$ cat src/rtl/fetch_sequencer_if.sv
// Sequencer-to-datapath bundle: program counter handshake, instruction memory
// port and decoded instruction outputs.
interface fetch_sequencer_if;
    logic [15:0]        CounterValue;
    logic [15:0]        MemData;
    logic               MemReady;
    logic               Zero;
    logic               Stall;
    logic [15:0]        MemAddr;
    logic               MemRead;
    logic               LoadEnable;
    logic [15:0]        LoadValue;
    logic               OffsetEnable;
    logic signed [8:0]  Offset;
    logic [15:0]        Instr;
    logic               InstrValid;
    logic               Halted;

    modport master (
        input  CounterValue,
        input  MemData,
        input  MemReady,
        input  Zero,
        input  Stall,
        output MemAddr,
        output MemRead,
        output LoadEnable,
        output LoadValue,
        output OffsetEnable,
        output Offset,
        output Instr,
        output InstrValid,
        output Halted
    );

    modport slave (
        output CounterValue,
        output MemData,
        output MemReady,
        output Zero,
        output Stall,
        input  MemAddr,
        input  MemRead,
        input  LoadEnable,
        input  LoadValue,
        input  OffsetEnable,
        input  Offset,
        input  Instr,
        input  InstrValid,
        input  Halted
    );
endinterface

$ cat src/rtl/fetch_sequencer.sv
// Instruction fetch/decode sequencer: steers an external program counter through
// step, relative-branch and absolute-load strobes while fetching 16-bit words.
module fetch_sequencer (
    input  logic              Clock,
    input  logic              Reset,
    fetch_sequencer_if.master bus
);

    typedef enum logic [2:0] {
        ST_FETCH        = 3'd0,
        ST_DECODE       = 3'd1,
        ST_FETCH_TARGET = 3'd2,
        ST_LOADPC       = 3'd3,
        ST_HALT         = 3'd4
    } state_t;

    typedef enum logic [2:0] {
        OP_NOP  = 3'd0,
        OP_BR   = 3'd1,
        OP_JMP  = 3'd2,
        OP_BZ   = 3'd3,
        OP_HALT = 3'd4,
        OP_DATA = 3'd5
    } op_t;

    function automatic op_t decode_op(input logic [3:0] opcode);
        op_t op;
        case (opcode)
            4'h0:    op = OP_NOP;
            4'h1:    op = OP_BR;
            4'h2:    op = OP_JMP;
            4'h3:    op = OP_BZ;
            4'hF:    op = OP_HALT;
            default: op = OP_DATA;
        endcase
        return op;
    endfunction

    state_t      r_state;
    state_t      w_next_state;
    logic [15:0] r_ir;
    logic [15:0] r_target;
    op_t         w_op;

    logic        w_mem_read;
    logic        w_load_enable;
    logic [15:0] w_load_value;
    logic        w_offset_enable;
    logic [8:0]  w_offset;
    logic        w_instr_valid;
    logic        w_halted;
    logic        w_ir_load;
    logic        w_target_load;

    assign w_op = decode_op(r_ir[15:12]);

    // Next-state and PC-control decode; Reset forces every strobe and value to zero.
    always_comb begin
        w_next_state    = r_state;
        w_mem_read      = 1'b0;
        w_load_enable   = 1'b0;
        w_load_value    = 16'h0000;
        w_offset_enable = 1'b0;
        w_offset        = 9'h000;
        w_instr_valid   = 1'b0;
        w_halted        = 1'b0;
        w_ir_load       = 1'b0;
        w_target_load   = 1'b0;

        if (Reset) begin
            w_next_state = ST_FETCH;
        end else begin
            case (r_state)
                ST_FETCH: begin
                    w_mem_read    = 1'b1;
                    w_load_enable = 1'b1;
                    w_load_value  = bus.CounterValue;
                    if (bus.MemReady) begin
                        w_ir_load    = 1'b1;
                        w_next_state = ST_DECODE;
                    end else begin
                        w_next_state = ST_FETCH;
                    end
                end

                ST_DECODE: begin
                    if (bus.Stall) begin
                        w_load_enable = 1'b1;
                        w_load_value  = bus.CounterValue;
                        w_next_state  = ST_DECODE;
                    end else begin
                        case (w_op)
                            OP_NOP: begin
                                w_next_state = ST_FETCH;
                            end
                            OP_DATA: begin
                                w_instr_valid = 1'b1;
                                w_next_state  = ST_FETCH;
                            end
                            OP_BR: begin
                                w_offset_enable = 1'b1;
                                w_offset        = r_ir[8:0];
                                w_next_state    = ST_FETCH;
                            end
                            OP_BZ: begin
                                if (bus.Zero) begin
                                    w_offset_enable = 1'b1;
                                    w_offset        = r_ir[8:0];
                                end else begin
                                    w_offset_enable = 1'b0;
                                end
                                w_next_state = ST_FETCH;
                            end
                            // PC+1 moves onto the target word that follows the opcode.
                            OP_JMP: begin
                                w_next_state = ST_FETCH_TARGET;
                            end
                            OP_HALT: begin
                                w_load_enable = 1'b1;
                                w_load_value  = bus.CounterValue;
                                w_next_state  = ST_HALT;
                            end
                            default: begin
                                w_next_state = ST_FETCH;
                            end
                        endcase
                    end
                end

                ST_FETCH_TARGET: begin
                    w_mem_read    = 1'b1;
                    w_load_enable = 1'b1;
                    w_load_value  = bus.CounterValue;
                    if (bus.MemReady) begin
                        w_target_load = 1'b1;
                        w_next_state  = ST_LOADPC;
                    end else begin
                        w_next_state = ST_FETCH_TARGET;
                    end
                end

                ST_LOADPC: begin
                    w_load_enable = 1'b1;
                    w_load_value  = r_target;
                    w_next_state  = ST_FETCH;
                end

                ST_HALT: begin
                    w_load_enable = 1'b1;
                    w_load_value  = bus.CounterValue;
                    w_halted      = 1'b1;
                    w_next_state  = ST_HALT;
                end

                default: begin
                    w_next_state = ST_FETCH;
                end
            endcase
        end
    end

    // State, instruction register and jump target; a reset edge discards any MemReady.
    always_ff @(posedge Clock) begin
        if (Reset) begin
            r_state  <= ST_FETCH;
            r_ir     <= 16'h0000;
            r_target <= 16'h0000;
        end else begin
            r_state <= w_next_state;
            if (w_ir_load) begin
                r_ir <= bus.MemData;
            end
            if (w_target_load) begin
                r_target <= bus.MemData;
            end
        end
    end

    assign bus.MemAddr      = bus.CounterValue;
    assign bus.MemRead      = w_mem_read;
    assign bus.LoadEnable   = w_load_enable;
    assign bus.LoadValue    = w_load_value;
    assign bus.OffsetEnable = w_offset_enable;
    assign bus.Offset       = $signed(w_offset);
    assign bus.Instr        = r_ir;
    assign bus.InstrValid   = w_instr_valid;
    assign bus.Halted       = w_halted;

endmodule

$ cat src/flat_wrapper.sv
// flat-port wrapper written by rule: the top's interface ports become plain ports
module fetch_sequencer_flat 
  (Clock, Reset, bus_CounterValue, bus_MemData, bus_MemReady, bus_Zero, bus_Stall, bus_MemAddr, bus_MemRead, bus_LoadEnable, bus_LoadValue, bus_OffsetEnable, bus_Offset, bus_Instr, bus_InstrValid, bus_Halted);
  fetch_sequencer_if bus_i ();
  input  logic Clock;
  input  logic Reset;
  input wire logic [$bits(bus_i.CounterValue)-1:0] bus_CounterValue;
  input wire logic [$bits(bus_i.MemData)-1:0] bus_MemData;
  input wire logic [$bits(bus_i.MemReady)-1:0] bus_MemReady;
  input wire logic [$bits(bus_i.Zero)-1:0] bus_Zero;
  input wire logic [$bits(bus_i.Stall)-1:0] bus_Stall;
  output wire logic [$bits(bus_i.MemAddr)-1:0] bus_MemAddr;
  output wire logic [$bits(bus_i.MemRead)-1:0] bus_MemRead;
  output wire logic [$bits(bus_i.LoadEnable)-1:0] bus_LoadEnable;
  output wire logic [$bits(bus_i.LoadValue)-1:0] bus_LoadValue;
  output wire logic [$bits(bus_i.OffsetEnable)-1:0] bus_OffsetEnable;
  output wire logic [$bits(bus_i.Offset)-1:0] bus_Offset;
  output wire logic [$bits(bus_i.Instr)-1:0] bus_Instr;
  output wire logic [$bits(bus_i.InstrValid)-1:0] bus_InstrValid;
  output wire logic [$bits(bus_i.Halted)-1:0] bus_Halted;
  assign bus_i.CounterValue = bus_CounterValue;
  assign bus_i.MemData = bus_MemData;
  assign bus_i.MemReady = bus_MemReady;
  assign bus_i.Zero = bus_Zero;
  assign bus_i.Stall = bus_Stall;
  assign bus_MemAddr = bus_i.MemAddr;
  assign bus_MemRead = bus_i.MemRead;
  assign bus_LoadEnable = bus_i.LoadEnable;
  assign bus_LoadValue = bus_i.LoadValue;
  assign bus_OffsetEnable = bus_i.OffsetEnable;
  assign bus_Offset = bus_i.Offset;
  assign bus_Instr = bus_i.Instr;
  assign bus_InstrValid = bus_i.InstrValid;
  assign bus_Halted = bus_i.Halted;
  fetch_sequencer u_core (.Clock(Clock), .Reset(Reset), .bus(bus_i));
endmodule
$ cat config.mk
export PLATFORM = sky130hd
export DESIGN_NAME = fetch_sequencer_flat
export DESIGN_NICKNAME = d
export VERILOG_FILES = /design/src/rtl/fetch_sequencer_if.sv /design/src/rtl/fetch_sequencer.sv /design/src/flat_wrapper.sv
export SDC_FILE = /design/constraint.sdc
export NUM_CORES = 1
export LEC_CHECK = 0
export ABC_CLOCK_PERIOD_IN_PS = 1800
export CAP_MARGIN = 0
export CORE_ASPECT_RATIO = 0.8
export CORE_MARGIN = 2
export CORE_UTILIZATION = 40
export CTS_BUF_LIST = sky130_fd_sc_hd__clkbuf_4 sky130_fd_sc_hd__clkbuf_8 sky130_fd_sc_hd__clkbuf_16
export CTS_CLUSTER_SIZE = 8
export DETAILED_ROUTE_END_ITERATION = 8
export PLACE_DENSITY = 0.79
export SYNTH_ARGS = -nofsm -noshare
export SYNTH_HDL_FRONTEND = slang
export SYNTH_SLANG_ARGS = --single-unit
$ cat constraint.sdc
create_clock -name Clock -period 1.8 [get_ports Clock]
set_input_delay 0.36 -clock Clock [delete_from_list [all_inputs] [get_ports Clock]]
set_output_delay 0.36 -clock Clock [all_outputs]
set_load 0.02 [all_outputs]
==> results.md, run 1 <==
- Status: finished, violations left
- Failing checks: setup timing
- CP arrival: 1.85 ns
- CTS tree: done
- Net Switching: 581.8 uW
- Fin. max-slew vios: 0
- Count of final setup violators: 28
- Tightest hold margin: 0.4781 ns
- Flop and latch count out of synthesis: 35
- Post-Syn Instances: 242
- Number of diodes: 0
- Max Fclk: 452.6 MHz
- Layout cells sized above 1: 0.3971
- DRT iter0 DRCs: 69
- Worst vdd ir: 516.9 uV
- H-tree level count: 2
- Net count, final: 381
- Total number of vias: 2168
- Synth area leaders: dfxtp_1, nand2_1, a21oi_1
- Synth Area in Adders: 0
- Post-synth top area cell: dfxtp_1
- Total core area: 4979 um2
- Final period util: 1.227
- DPL Wire Length: 4390 um
- Sequential share of the synthesized area: 0.3402
- Flop pwr share: 0.396
- CTS sink count: 35
- YS warnings: 0
- Final min period: 2.209 ns
- Final worst slack: -0.4093 ns
- Fin. Hold Viols: 0
- CTS root buffer: clkbuf_8
- Max incr delay on CP: 0.40 ns
- RSZ-0062 raised after global routing: yes
- Relative slew slack: 0.7790
- # IOs: 99
- Starting Density: 0.4137
- Remaining DRCs: 0
- Internal Pwr Total: 1516 uW
- Clock-pin slew on the worst setup and hold paths: 0.07 ns
- Worst Setup Start Kind: register
- Syn Nets: 279
- Peak fanout along the critical path: 5
- Share of the synthesized area in the top cell type: 0.3402
- Finished Layout Cells: 407
- Vias per cell: 5.327
- Routed WL: 6599 um
- Drt first pass iters: 4
- Family with the most delay on the worst path: simple AND/OR/NAND/NOR gates
- Global route overflow: 0
- Total GRT Usage: 0.2110
- Routed Antenna Nets: 0
- Vias in the first global route: 1985
- Largest net degree at the start of global routing: 33
- Post-Place Cells: 390
- Drt wl/cell: 16.21 um
- First-pass GRT wire length: 9508 um
- Slowest-stage cell, CP: or3_4
- Simple-Gate Fraction of Synth Area: 0.2558
- Filler cells: 377
- Die area: 5742 um2
- Post-Synth XOR/XNOR Area: 0
- Kind of critical path: register to primary output
- Combinational fraction of design power: 0.286
- Setup Skew: 0.006072 ns
- Initial antenna violation count: 0
- Req. time, crit path: 1.44 ns
- Worst-Margin Slew: 0.3280 ns
- Critical path, cell by cell: or3_4 > a2111oi_4 > buf_4 > and2_4 > buf_6
- Clk Latency, worst-skew pair: 0.29 ns
- IO Port Bufs: 98
- Pwr Total: 2098 uW
- Pwr per Cell Area: 582.2 nW/um2
- Clock Power Share: 0.318
- CP Buf/Inv Count: 2
- Worst Hold Class: register to register
- Placed Area: 3249 um2
- Mapped Area: 2059 um2
- Compound-Gate Fraction of Synth Area: 0.1792
- Area Growth Syn to Fin: 74.97%
- Die Y: 68.18 um
- Clock Path Buffers: 2
- Finished Cell Area: 3603 um2
- Setup TNS: -9.092 ns
- Mux cell area share after synthesis: 0.1106
- Yosys cell types: 36
- Core Rows: 23
- Avg Cell Area, Syn: 8.510 um2
- Largest family of logic cells by synthesized area: simple AND/OR/NAND/NOR gates
- MaxCap Viol Count: 0
- Post-cts hold buffer count: 0
- Net Sw Frac: 0.2773
- Worst setup EP type: primary output
- RePlAce Congestion: 0.7961
- Leakage: 0.001462 uW
- CTS Buf Count: 5
- Die width: 84.23 um
power by group through the flow:
stage                     clock network, uW  logic, uW  registers (uW)
after detailed placement                  0        577             846
after global routing                    713        633             834
after CTS                               684        571             831
final                                   666        601             831
after floorplan                           0        262             881
after global placement                    0        570             847
state kept, by name, indices dropped and copies added, names as in the netlist:
signal            flops
u_core.r_state        3
u_core.r_target      16
u_core.bus.Instr     16
routing by layer:
layer / part of all wire / global-route usage / up-vias
met5: 0 / 0 / -
met4: 0.013 / 0.05444 / 0
met3: 0.048 / 0.04584 / 11
met2: 0.51 / 0.3849 / 65
met1: 0.43 / 0.2566 / 1049
li1: - / - / 1043
repair_timing:
action,in CTS,in global routing
cloned,1,4
gates resized for setup,202,23
pin swaps,13,9
setup endpoints to repair,45,30
setup buffers,1,3
through the flow:
stage	setup slack [ns]	utilization
after global placement	-0.9466	0.6527
after global routing	-0.4556	0.7238
after CTS	-0.3738	0.6821
after floorplan	-0.1943	-
final	-0.4093	0.7238
after detailed placement	-1.003	0.6527
placed cells by master, fill, tap and decap left out, drive strengths merged, types with 2 or more instances in the layout:
master,count
clkbuf,10
and2,9
dlygate4sd2,19
a311oi,16
buf,58
nand2,50
mux2,16
nor2,2
a21oi,33
nor2b,17
dlymetal6s2s,2
o21ai,2
nor3,3
dfxtp,35
nor4,2
clkdlybuf4s50,48
nand2b,4
Yosys cell counts:
| cell type | instances |
|---|---|
| nand2_1 | 49 |
| dfxtp_1 | 35 |
| a21oi_1 | 33 |
| buf_4 | 20 |
| nor2b_1 | 17 |
| a311oi_1 | 16 |
| mux2_4 | 10 |
| and2_1 | 9 |
| clkbuf_1 | 9 |
| mux2_2 | 6 |
| buf_2 | 5 |
| nand2b_1 | 4 |
| nor3_1 | 3 |
| buf_6 | 2 |
| nor2_1 | 2 |
| o21ai_0 | 2 |
| a2111oi_4 | 1 |
| a21o_1 | 1 |
| a41o_1 | 1 |
| and2b_1 | 1 |
| and3b_1 | 1 |
| inv_1 | 1 |
| mux2i_1 | 1 |
| nand2_2 | 1 |
| nand3b_2 | 1 |
| nand4_1 | 1 |
| nand4bb_1 | 1 |
| nor3b_1 | 1 |
| nor4_1 | 1 |
| nor4_4 | 1 |
| nor4b_1 | 1 |
| nor4bb_1 | 1 |
| o31a_1 | 1 |
| or3_4 | 1 |
| or3b_1 | 1 |
| or4_1 | 1 |
worst min-delay path: stages (launching register included):
cell and delay, ns:
dfxtp_1 0.32, nand2_1 0.06, a21oi_1 0.05
layout make-up:
cell class	instances	area (um2)	area share
multi-input combinational	170	1373	0.3809
timing repair buffer	131	1320	0.3663
sequential	35	716.9	0.1990
clock buffer	7	107.6	0.02986
tap	62	77.57	0.02153
clock inverter	1	5.005	0.001389
inverter	1	3.754	0.001042
worst paths after layout:
path	start	to	slack (ns)	depth (start not counted)
max	u_core.bus.Instr[14]$_SDFFE_PP0P_	bus_Offset[2]	-0.41	5
min	u_core.r_target[2]$_SDFFE_PP0P_	u_core.r_target[2]$_SDFFE_PP0P_	0.48	2
max reg2reg	u_core.r_state[1]$_SDFF_PP0_	u_core.bus.Instr[7]$_SDFFE_PP0P_	0.32	5
min reg2reg	u_core.r_target[2]$_SDFFE_PP0P_	u_core.r_target[2]$_SDFFE_PP0P_	0.48	2
cells by family (layout without fill, tap and decap cells):
kind of cell	Yosys count	count (layout)
mux	17	17
compound gates	55	55
simple gates	98	98
flops	35	35
buf+inv	37	140
Note: power is estimated with default switching activity, not from simulation.
==> inputs of run 2 (changes only) <==
- ABC_CLOCK_PERIOD_IN_PS: 1800 -> 2600
- clock period: 1.8 -> 2.6 ns (I/O delays scaled with it)
==> run 2 against run 1 <==
Effect of this change:
- the run now ends clean
- sequential cell count did not move
- sequential power fell by 31%
- design area is 13% lower
- worst setup slack better by 0.48 ns
- largest power group unchanged
- clock-buffer cell count is 1 higher
- combinational power shrank 40%
- critical path depth rose by 2
- largest cell class unchanged
==> results.md, run 2 (synthesized netlist as in run 1, its figures left out) <==
- Peak fanout along the critical path: 5
- Worst Setup Start Kind: input pin
- Routed Antenna Nets: 0
- Vias per cell: 5.170
- Worst setup EP type: primary output
- Clock Path Buffers: 2
- Total core area: 4979 um2
- Setup Skew: 0.005110 ns
- Fin. max-slew vios: 0
- Final min period: 2.529 ns
- Global route overflow: 0
- GRT busiest layer: met2
- Number of diodes: 0
- Most frequent CP cell: buf_4
- Core Rows: 23
- CTS Buf Count: 5
- Met3 global-route usage: 0.06514
- Most frequent cells in the layout: clkdlybuf4s50_1, nand2_1, dfxtp_1
- CTS root buffer: clkbuf_8
- Kind of critical path: input pin to primary output
- MaxCap Viol Count: 0
- Fin. Hold Viols: 0
- IO Port Bufs: 98
- Leakage: 0.001263 uW
- Max Fclk: 395.4 MHz
- Clock-pin slew on the worst setup and hold paths: 0.06 ns
- GRT met2 Usage: 0.3571
- Family with the most delay on the worst path: buffers and inverters
- Die width: 84.23 um
- Die area: 5742 um2
- Area Growth Syn to Fin: 52.07%
- Drt wl/cell: 14.54 um
- Total GRT Usage: 0.2023
- Final period util: 0.9728
- H-tree level count: 2
- Post-cts hold buffer count: 0
- Max incr delay on CP: 0.37 ns
- Worst Hold Class: register to register
- Layout cells sized above 1: 0.1843
- Worst-Margin Slew: 0.3230 ns
- Pwr Total: 1373 uW
- Most common cell after layout, fill and taps aside: clkdlybuf4s50_1
- Met1 capacity usage during global routing: 0.2425
- Vias in the first global route: 1980
- Count of final setup violators: 0
- Initial antenna violation count: 0
- CTS sink count: 35
- Net count, final: 367
- CTS tree: done
- CP arrival: 2.01 ns
- CP Buf/Inv Count: 4
- Largest net degree at the start of global routing: 33
- Req. time, crit path: 2.08 ns
- Remaining DRCs: 0
- Worst vdd ir: 351.2 uV
- Drt first pass iters: 4
- Setup TNS: 0 ns
- DPL Wire Length: 4252 um
- Total number of vias: 2032
- Clk Latency, worst-skew pair: 0.29 ns
- Relative slew slack: 0.7847
- First-pass GRT wire length: 9149 um
- Pwr per Cell Area: 438.4 nW/um2
- RePlAce Congestion: 0.7705
- Die Y: 68.18 um
- Slowest-stage cell, CP: or3_4
- Critical path, cell by cell: clkdlybuf4s15_1 > or3_4 > a2111oi_4 > buf_4 > buf_4 > and2_1 > buf_6
- Starting Density: 0.4137
- DRT iter0 DRCs: 92
- Tightest hold margin: 0.4725 ns
- # IOs: 99
- RSZ-0062 raised after global routing: no
- Status: complete, no violations
- Routed WL: 5713 um
run 2: cell types whose count changed in the layout (fill, tap and decap cells not counted), moves of 4 or more:
cell	previous run	this run
and2_1	0	9
nand2_2	5	1
clkdlybuf4s50_1	48	68
nand2_1	44	49
and2_4	9	0
buf_4	36	14
a311oi_4	4	0
a311oi_2	12	0
buf_6	17	1
a311oi_1	0	16
clkbuf_16	4	0
buf_2	0	9
dfxtp_1	28	34
run 2: layout make-up:
class,instances,area (um2)
Clock buffer,8,103.9
Fill cell,437,1847
Inverter,1,3.754
Multi-Input combinational cell,170,1134
Sequential cell,35,701.9
Tap cell,62,77.57
Timing Repair Buffer,117,1111
run 2: path summary, 6_finish.rpt:
path | start | to | slack [ns] | cells past startpoint
worst max register to register | u_core.r_state[1]$_SDFF_PP0_ | u_core.bus.Instr[11]$_SDFFE_PP0P_ | 1.08 | 5
worst min register to register | u_core.r_target[1]$_SDFFE_PP0P_ | u_core.r_target[1]$_SDFFE_PP0P_ | 0.47 | 2
worst min-delay path | u_core.r_target[1]$_SDFFE_PP0P_ | u_core.r_target[1]$_SDFFE_PP0P_ | 0.47 | 2
worst max-delay path | bus_Stall | bus_Offset[3] | 0.07 | 7
run 2: metrics by stage:
stage	utilization	worst slack, ns	instance area (um2)	instances
final	0.6291	0.07061	3132	393
after global routing	0.6291	0.02337	3132	393
after CTS	0.6321	0.001174	3147	393
after detailed placement	0.6167	-0.4964	3070	383
after global placement	0.6167	-0.4296	3070	383
after floorplan	-	0.3197	2059	242
run 2: tightest hold or removal path, stage by stage (launching register included):
cell and delay (ns):
dfxtp_1 0.32, nand2_1 0.05, a21oi_1 0.05
run 2: what timing repair did:
action                                  in CTS  in global routing
pin swaps                                    1                  1
resized for setup                           55                  9
cloned                                       1                  0
endpoints found under the setup margin      29                 13
buffers inserted                             1                  0
run 2: power breakdown:
part	switching, uW	internal [uW]
clock	186	252
combinational	165	193
sequential	17.7	559
total	370	1000
run 2: per-layer routing:
layer  share of wire  wire length [um]
met3           0.059               339
met2            0.49              2820
met5               0                 0
met4           0.011                62
met1            0.44              2491
==> inputs of run 3 (changes only) <==
- SKIP_LAST_GASP: unset -> 1
==> run 3 against run 2 <==
Effect of this change:
- design area is the same
- first-iteration DRC count is the same
- utilization is the same
- sequential share of layout area is the same
- clock-buffer cell count is the same
- combinational power is essentially flat
- critical path depth is the same
- wire length is essentially flat
- non-clock buffer count is the same
- final cell count is the same
- critical endpoint unchanged
==> results.md, run 3 (synthesized netlist as in run 1, its figures left out) <==
- Status: complete, no violations
- Placed Area: 3070 um2
- Die area: 5742 um2
- Fin. Hold Viols: 0
- Req. time, crit path: 2.08 ns
- Routed Antenna Nets: 0
- Finished Layout Cells: 393
- CP arrival: 2.01 ns
- Max Fclk: 395.4 MHz
- Vias per cell: 5.170
- Critical path, cell by cell: clkdlybuf4s15_1 > or3_4 > a2111oi_4 > buf_4 > buf_4 > and2_1 > buf_6
- Routed WL: 5712 um
- Area Growth Syn to Fin: 52.07%
- Initial antenna violation count: 0
- DRT iter0 DRCs: 92
- Worst Hold Class: register to register
- Drt wl/cell: 14.53 um
- Kind of critical path: input pin to primary output
- Worst setup EP type: primary output
- Vias in the first global route: 1982
- Count of final setup violators: 0
- Worst-Margin Slew: 0.3230 ns
- Peak fanout along the critical path: 5
- Flop pwr share: 0.420
- Register Area: 701.9 um2
- Setup Skew: 0.005110 ns
- Worst Setup Start Kind: input pin
- Finished Cell Area: 3132 um2
- Max incr delay on CP: 0.37 ns
- CTS Buf Count: 5
- Clock-pin slew on the worst setup and hold paths: 0.06 ns
- DPL Wire Length: 4252 um
- Net Sw Frac: 0.2691
- Relative slew slack: 0.7847
- Drt first pass iters: 4
- Most frequent cells in the layout: clkdlybuf4s50_1, nand2_1, dfxtp_1
- Combinational fraction of design power: 0.261
- Total number of vias: 2032
- Internal Pwr Total: 1004 uW
- # IOs: 99
- Pwr Total: 1373 uW
- Area taken by multi-input logic gates: 1134 um2
- Leakage: 0.001263 uW
- MaxCap Viol Count: 0
- Number of diodes: 0
- Total GRT Usage: 0.2020
- CTS root buffer: clkbuf_8
- Largest net degree at the start of global routing: 33
- Core Rows: 23
- RePlAce Congestion: 0.7705
- First-pass GRT wire length: 9135 um
- Worst vdd ir: 351.2 uV
- Net Switching: 369.5 uW
- Total core area: 4979 um2
- CTS sink count: 35
- Pwr per Cell Area: 438.4 nW/um2
- Layout cells sized above 1: 0.1843
- Global route overflow: 0
- Setup TNS: 0 ns
- Final min period: 2.529 ns
- Filler cells: 437
- Post-Place Cells: 383
- Net count, final: 367
- H-tree level count: 2
- Die Y: 68.18 um
- IO Port Bufs: 98
- Post-cts hold buffer count: 0
- Clk Latency, worst-skew pair: 0.29 ns
- Remaining DRCs: 0
- Die width: 84.23 um
- Final period util: 0.9728
- Most frequent CP cell: buf_4
- Starting Density: 0.4137
- Most common cell after layout, fill and taps aside: clkdlybuf4s50_1
- RSZ-0062 raised after global routing: no
- Clock Power Share: 0.319
- CTS tree: done
- Slowest-stage cell, CP: or3_4
- Clock Path Buffers: 2
- Fin. max-slew vios: 0
[run 3: cell counts in the layout (fill, tap and decap cells not counted)]
Identical to the previous run, type by type.
[run 3: area by class of cell]
| type | instances | area share |
|---|---|---|
| Inverter | 1 | 0.001199 |
| Timing Repair Buffer | 117 | 0.3548 |
| Clock buffer | 8 | 0.03316 |
| Multi-Input combinational cell | 170 | 0.3620 |
| Sequential cell | 35 | 0.2241 |
| Tap cell | 62 | 0.02477 |
[run 3: critical path: cells and delay by family]
| kind | cells | cell delay (ns) |
|---|---|---|
| buffers and inverters | 4 | 0.65 |
| and+or+nand+nor | 2 | 0.50 |
| AOI/OAI and AO/OA | 1 | 0.34 |
[run 3: path summary, 6_finish.rpt]
kind | to | cells past startpoint | startpoint | slack, ns
worst min register to register | u_core.r_target[1]$_SDFFE_PP0P_ | 2 | u_core.r_target[1]$_SDFFE_PP0P_ | 0.47
worst max register to register | u_core.bus.Instr[11]$_SDFFE_PP0P_ | 5 | u_core.r_state[1]$_SDFF_PP0_ | 1.08
worst min-delay path | u_core.r_target[1]$_SDFFE_PP0P_ | 2 | u_core.r_target[1]$_SDFFE_PP0P_ | 0.47
worst max-delay path | bus_Offset[3] | 7 | bus_Stall | 0.07
[run 3: layer usage]
metal  up-vias  part of all wire  GRT usage
met3         5             0.059    0.06514
met4         0             0.011    0.05040
li1       1006                 -          -
met2        62              0.49     0.3571
met1       959              0.44     0.2418
met5         -                 0          0
[run 3: power groups by stage]
stage | Combinational, uW | Sequential, uW | Clock [uW]
after CTS | 360 | 576 | 451
after global placement | 365 | 587 | 0
after global routing | 380 | 579 | 482
after detailed placement | 370 | 587 | 0
final | 358 | 576 | 438
after floorplan | 166 | 609 | 0
[run 3: metrics by stage]
stage          hold WS [ns]    util  setup slack (ns)
2_1_floorplan        0.4500       -            0.3197
5_1_grt              0.5022  0.6291           0.02337
3_5_place_dp         0.4648  0.6167           -0.4964
3_3_place_gp         0.4647  0.6167           -0.4296
4_1_cts              0.4742  0.6333         -0.004108
6_report             0.4725  0.6291           0.07061
[run 3: timing repair]
action	in CTS	in global routing
pin swaps	1	1
gates resized for setup	54	10
setup buffers	1	0
setup endpoints to repair	29	14
gates cloned	1	0
==> edit, RTL diff (flow settings as in run 2) <==
Encoding of `state_t`: now one-hot (5 bits for 5 states).
--- a/src/rtl/fetch_sequencer.sv
+++ b/src/rtl/fetch_sequencer.sv
@@ -6,12 +6,12 @@
     fetch_sequencer_if.master bus
 );
 
-    typedef enum logic [2:0] {
-        ST_FETCH        = 3'd0,
-        ST_DECODE       = 3'd1,
-        ST_FETCH_TARGET = 3'd2,
-        ST_LOADPC       = 3'd3,
-        ST_HALT         = 3'd4
+    typedef enum logic [4:0] {
+        ST_FETCH        = 5'b00001,
+        ST_DECODE       = 5'b00010,
+        ST_FETCH_TARGET = 5'b00100,
+        ST_LOADPC       = 5'b01000,
+        ST_HALT         = 5'b10000
     } state_t;
 
     typedef enum logic [2:0] {
Function: same outputs for any inputs over 4 cycles, from zero or initial values and one cycle with Reset high; so few cycles prove little.
==> edit against run 2 <==
- core utilization grew 5.1 points
- sequential cell count grew 2
- fmax down 0.13%
- sequential share of layout area shrank 0.59 points
- critical endpoint is now bus_LoadValue[13]
- area after synthesis grew 3.4%
- cell area rose by 10%
- worst setup slack worse by 0.0032 ns
- critical path type is now flip-flop to output port
- power grew 16%
- routed wire length increased by 15%
- sequential power grew 5.6%
==> edit: results (changes against run 2) <==
stage,metric,value,unit,change
status,status,finished clean,,unchanged
finish,nFillCells,411,,was 437
worst_setup_path,crit_path_max_fanout,9,,was 5
power,p_leak,1.41,nW,was 1.26 nW
global_routing,grt_pass1_wl,10.4,mm,was 9.15 mm
routing,wl_met2,3.22,mm,was 2.82 mm
global_routing,grtUsageMet3,3.93,%,was 6.51%
global_routing,grt_max_degree,35,,was 33
routing,vias,2234,,was 2032
global_routing,use_met1,28.9,%,was 24.3%
finish,layout-drive-gt1-share,33.0,%,was 18.4%
power,p_sw,0.446,mW,was 0.370 mW
synthesis,ys_seq_area_share,34.8,%,was 34.0%
synthesis,synthTopCellsByCount,"nand2_1, dfxtp_1, a21oi_1",,unchanged
global_routing,grt_usage,21.8,%,was 20.2%
routing,first_iter_violations,184,,was 92
synthesis,synth_top_cells_by_area,"dfxtp_1, mux2i_1, nand2_1",,"was dfxtp_1, nand2_1, a21oi_1"
place,portBuffers,98,,unchanged
synthesis,synth_area_per_cell,8.07,sq um,was 8.51 sq um
worst_setup_path,reg2reg_depth,6,,was 5
global_routing,gr-usage-met2,36.3,%,was 35.7%
clock_tree,cts_max_level,2,,unchanged
power,ir_drop,0.355,mV,was 0.351 mV
synthesis,ys_types,39,,was 36
sta,slew_headroom,48.7,%,was 78.5%
worst_setup_path,crit-reg2reg-launch,u_core.r_state[4]$_SDFF_PP0_,,was u_core.r_state[1]$_SDFF_PP0_
place,dp_cells,418,,was 383
place,place_congestion,0.871,,was 0.771
worst_setup_path,slowest_delay,0.39,ns,was 0.37 ns
sta,clock-skew-final,0.00434,ns,was 0.00511 ns
finish,nNetsFinal,409,,was 367
power,p_clk,0.517,mW,was 0.438 mW
synthesis,syn-num-nets,301,,was 279
-- edit: how the worst max path moves through the flow --
stage                              to                               from  cells past startpoint
finish              bus_LoadValue[13]       u_core.r_state[4]$_SDFF_PP0_                      8
CTS                  bus_LoadValue[8]       u_core.r_state[4]$_SDFF_PP0_                      6
detailed placement      bus_Offset[7]                          bus_Stall                      6
global placement        bus_Offset[5]                          bus_Stall                      6
global route        bus_LoadValue[10]       u_core.r_state[4]$_SDFF_PP0_                      8
floorplan              bus_LoadEnable  u_core.bus.Instr[12]$_SDFFE_PP0P_                      5
-- edit: area by class of cell --
class                           count  area (sq um)  area share [%]
Timing Repair Buffer              136          1250            36.4
Multi-Input combinational cell    190          1230            35.8
Sequential cell                    37           752            21.8
Clock buffer                        7          90.1            2.61
Tap cell                           62          77.6            2.25
Clock inverter                      1          30.0           0.871
Inverter                            2          7.51           0.218
-- edit: through the flow --
step | util [%] | worst slack, ns | setup TNS (ns) | hold WS [ns] | area (sq um)
finish | 68.0 | 0.0674 | 0 | 0.472 | 3450
global route | 68.0 | -0.0430 | -0.174 | 0.491 | 3450
CTS | 66.4 | -0.124 | -0.585 | 0.463 | 3360
detailed placement | 62.9 | -0.484 | -9.96 | 0.452 | 3190
global placement | 62.9 | -0.420 | -8.72 | 0.448 | 3190
floorplan | - | 0.242 | 0 | 0.437 | 2130
-- edit: what timing repair did --
action | CTS | global route
setup buffers | 9 | 1
resized for setup | 148 | 33
cloned | 1 | 0
hold buffers | 0 | 0
pin swaps | 5 | 5
setup endpoints to repair | 30 | 28
-- edit: cell families after synthesis --
logic type,count (synthesis),share of synthesized area [%]
DFF,37,34.8
and+or+nand+nor,108,26.3
muxes,16,7.52
buffers and inverters,37,11.6
AOI/OAI and AO/OA,63,18.6
xor gates and xnor gates,3,1.23
